### config.mk
export PLATFORM = sky130hd
export DESIGN_NAME = pzc_peak_capture
export DESIGN_NICKNAME = d
export VERILOG_FILES = /design/src/rtl/sim_pkg.sv /design/src/rtl/sync_fifo_fwft.sv /design/src/rtl/pzc_peak_capture.sv
export SDC_FILE = /design/constraint.sdc
export NUM_CORES = 1
export LEC_CHECK = 0
export CAP_MARGIN = 20
export CORE_MARGIN = 2
export CORE_UTILIZATION = 35
export DETAILED_ROUTE_END_ITERATION = 8
export GPL_TIMING_DRIVEN = 0
export SYNTH_ARGS = -nofsm -noshare
export SYNTH_HDL_FRONTEND = slang
export SYNTH_SLANG_ARGS = --single-unit
### constraint.sdc
create_clock -name clk -period 11.72 [get_ports clk]
set_clock_uncertainty 0.15 [all_clocks]
set_input_delay 3.516 -clock clk [delete_from_list [all_inputs] [get_ports clk]]
set_output_delay 3.516 -clock clk [all_outputs]
set_load 0.05 [all_outputs]
### src/rtl/sim_pkg.sv
// Shared constants and the peak record layout for the PZC peak-capture path.
// Pure declarations: no latency or backpressure of its own.
package sim_pkg;

   localparam int PZC_BITS  = 29;
   localparam int BUNCH_POS = 3564;
   localparam int BCID_BITS = 12;
   localparam int FIFO_DEPTH = 16;
   localparam int CNT_BITS  = 16;

   // Amplitude is carried as raw two's-complement bits; consumers reinterpret as signed.
   typedef struct packed {
      logic [BCID_BITS-1:0] bcid;
      logic [PZC_BITS-1:0]  amp;
   } peak_rec_t;

endpackage

### src/rtl/sync_fifo_fwft.sv
// First-word-fall-through FIFO; head visible combinationally while not empty, push/pop take effect at the edge.
// A push into a full FIFO is accepted only when a pop happens on the same edge; otherwise the caller sees it refused.
module sync_fifo_fwft #(
   parameter int DATA_W = 8,
   parameter int DEPTH  = 16
) (
   input  logic              clk,
   input  logic              rst,
   input  logic              i_push,
   input  logic [DATA_W-1:0] i_wr_dat,
   input  logic              i_pop,
   output logic [DATA_W-1:0] o_rd_dat,
   output logic              o_empty,
   output logic              o_full
);

   localparam int AW = $clog2(DEPTH);

   logic [DATA_W-1:0] r_mem [DEPTH];
   logic [AW:0]       r_wr_ptr;
   logic [AW:0]       r_rd_ptr;
   logic              w_empty;
   logic              w_full;
   logic              w_pop;
   logic              w_push;

   // The extra MSB is a wrap bit that separates full from empty when addresses match.
   assign w_empty = (r_wr_ptr == r_rd_ptr);
   assign w_full  = (r_wr_ptr[AW-1:0] == r_rd_ptr[AW-1:0]) && (r_wr_ptr[AW] != r_rd_ptr[AW]);
   assign w_pop   = i_pop && !w_empty;
   assign w_push  = i_push && (!w_full || w_pop);

   assign o_empty  = w_empty;
   assign o_full   = w_full;
   assign o_rd_dat = w_empty ? '0 : r_mem[r_rd_ptr[AW-1:0]];

   always_ff @(posedge clk or posedge rst) begin
      if (rst) begin
         r_wr_ptr <= '0;
         r_rd_ptr <= '0;
      end else begin
         if (w_push) r_wr_ptr <= r_wr_ptr + (AW+1)'(1);
         if (w_pop)  r_rd_ptr <= r_rd_ptr + (AW+1)'(1);
      end
   end

   always_ff @(posedge clk) begin
      if (w_push) r_mem[r_wr_ptr[AW-1:0]] <= i_wr_dat;
   end

endmodule

### src/rtl/pzc_peak_capture.sv
// Finds local maxima above threshold in the PZC stream and queues {bcid, amp}; sample at t is judged at t+2, record visible at t+3.
// Never stalls the input stream: a peak that meets a full FIFO with no pop on the same edge is dropped and counted.
module pzc_peak_capture #(
   parameter int PZC_BITS   = sim_pkg::PZC_BITS,
   parameter int BUNCH_POS  = sim_pkg::BUNCH_POS,
   parameter int BCID_BITS  = sim_pkg::BCID_BITS,
   parameter int FIFO_DEPTH = sim_pkg::FIFO_DEPTH,
   parameter bit MASK_GATE  = 1'b1,
   parameter int CNT_BITS   = sim_pkg::CNT_BITS
) (
   input  logic                          clk,
   input  logic                          rst,
   input  logic signed [PZC_BITS-1:0]    pzc_in,
   input  logic                          bt_mask_in,
   input  logic signed [PZC_BITS-1:0]    threshold,
   input  logic                          rd_en,
   output logic [BCID_BITS+PZC_BITS-1:0] rd_data,
   output logic                          empty,
   output logic                          full,
   output logic [CNT_BITS-1:0]           peak_cnt,
   output logic [CNT_BITS-1:0]           drop_cnt
);

   import sim_pkg::*;

   logic                       r_fill_sat;
   logic [1:0]                 r_fill;
   logic [BCID_BITS-1:0]       r_bcid;
   logic signed [PZC_BITS-1:0] r_s0, r_s1, r_s2;
   logic                       r_m0, r_m1;
   logic [BCID_BITS-1:0]       r_b0, r_b1;
   logic [CNT_BITS-1:0]        r_peak_cnt;
   logic [CNT_BITS-1:0]        r_drop_cnt;

   logic                       w_peak;
   logic                       w_drop;
   logic                       w_empty;
   logic                       w_full;
   peak_rec_t                  w_rec;

   // Strict on the older neighbour, non-strict on the newer one: a flat top reports once, on its first sample.
   assign w_peak = r_fill_sat
                && (r_s1 > threshold)
                && (r_s1 > r_s2)
                && (r_s1 >= r_s0)
                && (!MASK_GATE || r_m1);

   assign w_drop = w_peak && w_full && !rd_en;
   assign w_rec  = '{bcid: r_b1, amp: r_s1};

   always_ff @(posedge clk or posedge rst) begin
      if (rst) begin
         r_fill     <= '0;
         r_fill_sat <= 1'b0;
         r_bcid     <= '0;
         r_s0       <= '0;
         r_s1       <= '0;
         r_s2       <= '0;
         r_m0       <= 1'b0;
         r_m1       <= 1'b0;
         r_b0       <= '0;
         r_b1       <= '0;
         r_peak_cnt <= '0;
         r_drop_cnt <= '0;
      end else begin
         if (r_fill != 2'd3) r_fill <= r_fill + 2'd1;
         r_fill_sat <= (r_fill >= 2'd2);
         r_bcid     <= (r_bcid == BCID_BITS'(BUNCH_POS-1)) ? '0 : r_bcid + 1'b1;
         r_s2       <= r_s1;
         r_s1       <= r_s0;
         r_s0       <= pzc_in;
         r_m1       <= r_m0;
         r_m0       <= bt_mask_in;
         r_b1       <= r_b0;
         r_b0       <= r_bcid;
         if (w_peak && (r_peak_cnt != '1)) r_peak_cnt <= r_peak_cnt + 1'b1;
         if (w_drop && (r_drop_cnt != '1)) r_drop_cnt <= r_drop_cnt + 1'b1;
      end
   end

   sync_fifo_fwft #(
      .DATA_W (BCID_BITS+PZC_BITS),
      .DEPTH  (FIFO_DEPTH)
   ) u_fifo (
      .clk      (clk),
      .rst      (rst),
      .i_push   (w_peak),
      .i_wr_dat (w_rec),
      .i_pop    (rd_en),
      .o_rd_dat (rd_data),
      .o_empty  (w_empty),
      .o_full   (w_full)
   );

   assign empty    = w_empty;
   assign full     = w_full;
   assign peak_cnt = r_peak_cnt;
   assign drop_cnt = r_drop_cnt;

endmodule

==> results_dict.tcl <==
set metrics [dict create \
    grt_pass1_vias 17600 \
    cpMostUsedCell "clkbuf_1" \
    ys_ff_latch 826 \
    worstSetupPathType "reg -> out" \
    power_leakage_nw 13.6 \
    cp_slowest_cell "clkdlybuf4s50_1" \
    seq_area_frac_synth 0.729 \
    final_common_cell "edfxtp_1" \
    fin_ws_ns 3.55 \
    ir_drop_uv 125 \
    rr_worst_depth 10 \
    via_count 16400 \
    diodes 0 \
    gp_congestion 0.791 \
    drc_errors 0 \
    hp-class "reg -> reg" \
    drt_first_pass_iters 5 \
    htreeDepth 3 \
    grt_usage 0.161 \
    synth.distinct_cells 56 \
    dpl_worst_slack_ns 3.47 \
    drv_slew 0 \
    hold_viol 0 \
    ios 137 \
    ant_nets 0 \
    io_buffers 136 \
    fin_crit_sh 0.697 \
    die_y_um 310 \
    drive_gt1_frac 0.204 \
    core-area_um2 93200 \
    power-per-cell-area_nw_per_um2 223 \
    cts_resized 0 \
    synthCells 1674 \
    tns_ns 0 \
    fin_nets 2062 \
    worst_pin_slew_ns 1.03 \
    multi_input_area_um2 8330 \
    total_power_mw 8.67 \
    finalSetupViolations 0 \
    fmax_ghz 0.122 \
    avgRoutedWirePerCell_um 23.6 \
    drt_iter0_drc 1446 \
    clkSlewWorstSetupHoldPaths_ns 0.06 \
    worstPathMaxFanout 10 \
    synthesis.nets 1833 \
    status "completed" \
    syn-cell-area_um2 32900 \
    relSlewSlack 0.312 \
    via_per_inst 5.08 \
    crit_arrival_ns 4.50 \
    worst_setup_path_end_kind "output port" \
    start_kind "register" \
    hold_buffers 0 \
    ys.warnings.count 0 \
    hpwl_mm 44.3 \
    cts-root-buf "clkbuf_16" \
    maxCapViolCount 0 \
    clock_path_buffers 3 \
    clkLatencyLatePin_ns 0.63 \
    fin_util 0.416 \
    clock-sinks 826 \
    routed_wl_mm 76.0 \
    fill_cells 8186 \
    initial_utilization 0.353 \
    synth_area_per_cell_um2 19.6 \
    grt_max_degree 112 \
    rsz0062_at_grt "false" \
    layout_common_cells "656 x edfxtp_1, 205 x mux4_2, 170 x dfrtp_1, 136 x clkdlybuf4s50_1, 97 x ha_1" \
    die-area_um2 96400 \
    cts_tree "done" \
    antenna_found_initial 2 \
    cts_buffers 84 \
    crit_chain "clkbuf_1, clkbuf_1, clkbuf_1, mux4_2, mux4_2, nor2b_1, clkdlybuf4s50_1" \
    area_delta_synth_final_pct 18.1 \
    dieWidth_um 310 \
    grt-ovfl-total 0 \
    rows 112 \
    required_ns 8.05 \
    hold-path-cell-count 0 \
    slowest_delay_ns 0.90 \
    grt_pass1_wl_mm 113 \
    period_needed_ns 8.17 \
    cts_setup_buffers 0 \
    ff_latch_area_um2 24000 \
]
-- layer usage --
| metal | track usage | routed length [um] |
|---|---|---|
| met1 | 0.219 | 32700 |
| met2 | 0.265 | 36900 |
| met3 | 0.0320 | 4650 |
| met4 | 0.0413 | 1650 |
| met5 | 0 | 11 |
-- stage by stage --
step                cell area (um^2)  cells  hold slack, ns
CTS                            38800   3222           0.198
global placement               35800   3064           0.183
floorplan                      32900   1674           0.181
finish                         38800   3224           0.198
detailed placement             36000   3069           0.185
global route                   38800   3224           0.204
-- worst max-delay path: cells and delay by family (launching register included) --
kind / cells / cell delay [ns]
multiplexers: 2 / 0.58
AND/OR/NAND/NOR: 1 / 0.42
flip-flops: 1 / 0.35
buffers and inverters: 4 / 2.51
-- sequential cells by signal, summed over array words and instances (netlist names) --
register         flops
drop_cnt            16
peak_cnt            16
u_fifo.r_rd_ptr      5
r_m0                 1
r_fill_sat           1
r_bcid              12
r_b0                12
r_b1                12
r_s1                29
r_s2                29
u_fifo.r_mem       656
r_fill               2
r_m1                 1
r_s0                29
u_fifo.r_wr_ptr      5
-- path summary, 6_finish.rpt --
kind                                           startpoint                       endpoint  slack (ns)
max                        u_fifo.r_rd_ptr[1]$_DFFE_PP0P_                    rd_data[11]        3.55
min                                     r_b0[5]$_DFF_PP0_              r_b1[5]$_DFF_PP0_        0.20
max reg2reg                            r_s1[27]$_DFF_PP0_  u_fifo.r_mem[2][20]$_DFFE_PP_        6.70
min reg2reg                             r_b0[5]$_DFF_PP0_              r_b1[5]$_DFF_PP0_        0.20
max in group asynchronous                             rst              r_b0[9]$_DFF_PP0_        7.36
min in group asynchronous                             rst       drop_cnt[12]$_DFFE_PP0P_        3.16
-- cells by family (layout without fill, tap and decap cells) --
group / after synthesis / in the layout / share of synthesized area
simple gates: 250 / 250 / 0.0433
mux: 209 / 209 / 0.142
fa+ha+maj: 97 / 97 / 0.0369
xor+xnor: 52 / 52 / 0.0141
flops: 826 / 826 / 0.729
compound gates: 79 / 79 / 0.0150
buf+inv: 161 / 457 / 0.0199
-- power breakdown --
part           internal (mW)  total (mW)  switching (mW)  leakage [nW]
registers               3.24        3.31          0.0742          7.93
logic                   1.10        2.66            1.56          4.29
clock network           1.58        2.70            1.12          1.38
total                   5.92        8.67            2.75          13.6
-- Yosys cell counts, drive strengths merged --
master	count	share of area
a21boi	4	0.00091
nand2	36	0.0041
clkbuf	36	0.0041
nor3b	2	0.00061
or4	1	0.00034
and3	28	0.0053
o211a	1	0.00030
o21bai	1	0.00023
or2	2	0.00038
a221oi	1	0.00027
xor2	37	0.0099
buf	29	0.0048
nor2	21	0.0024
a41oi	1	0.00027
o41a	1	0.00034
inv	96	0.011
mux4	205	0.14
dfrtp	170	0.13
nand2b	4	0.00076
ha	97	0.037
mux2	4	0.0014
a22oi	1	0.00023
or3	1	0.00019
o31a	2	0.00053
and3b	1	0.00027
edfxtp	656	0.60
a221o	1	0.00030
nor4b	1	0.00046
a31oi	2	0.00057
a311oi	1	0.00027
and2	5	0.00095
nand3	24	0.0037
a21o	6	0.0014
nand4	32	0.0061
nor3	34	0.0056
xnor2	15	0.0042
o41ai	1	0.00050
nand3b	1	0.00023
nor4	5	0.0017
nand4b	1	0.00027
o211ai	1	0.00038
and4	3	0.00080
o21ai	17	0.0026
a21oi	38	0.0059
nor2b	48	0.0091
-- area by class of cell --
type / instances / share of cell area
Buffer: 65 / 0.00758
Clock buffer: 102 / 0.0586
Clock inverter: 51 / 0.0131
Inverter: 96 / 0.00948
Multi-Input combinational cell: 687 / 0.215
Sequential cell: 826 / 0.617
Tap cell: 1254 / 0.0404
Timing Repair Buffer: 143 / 0.0390
(Power assumes the default switching activity.)
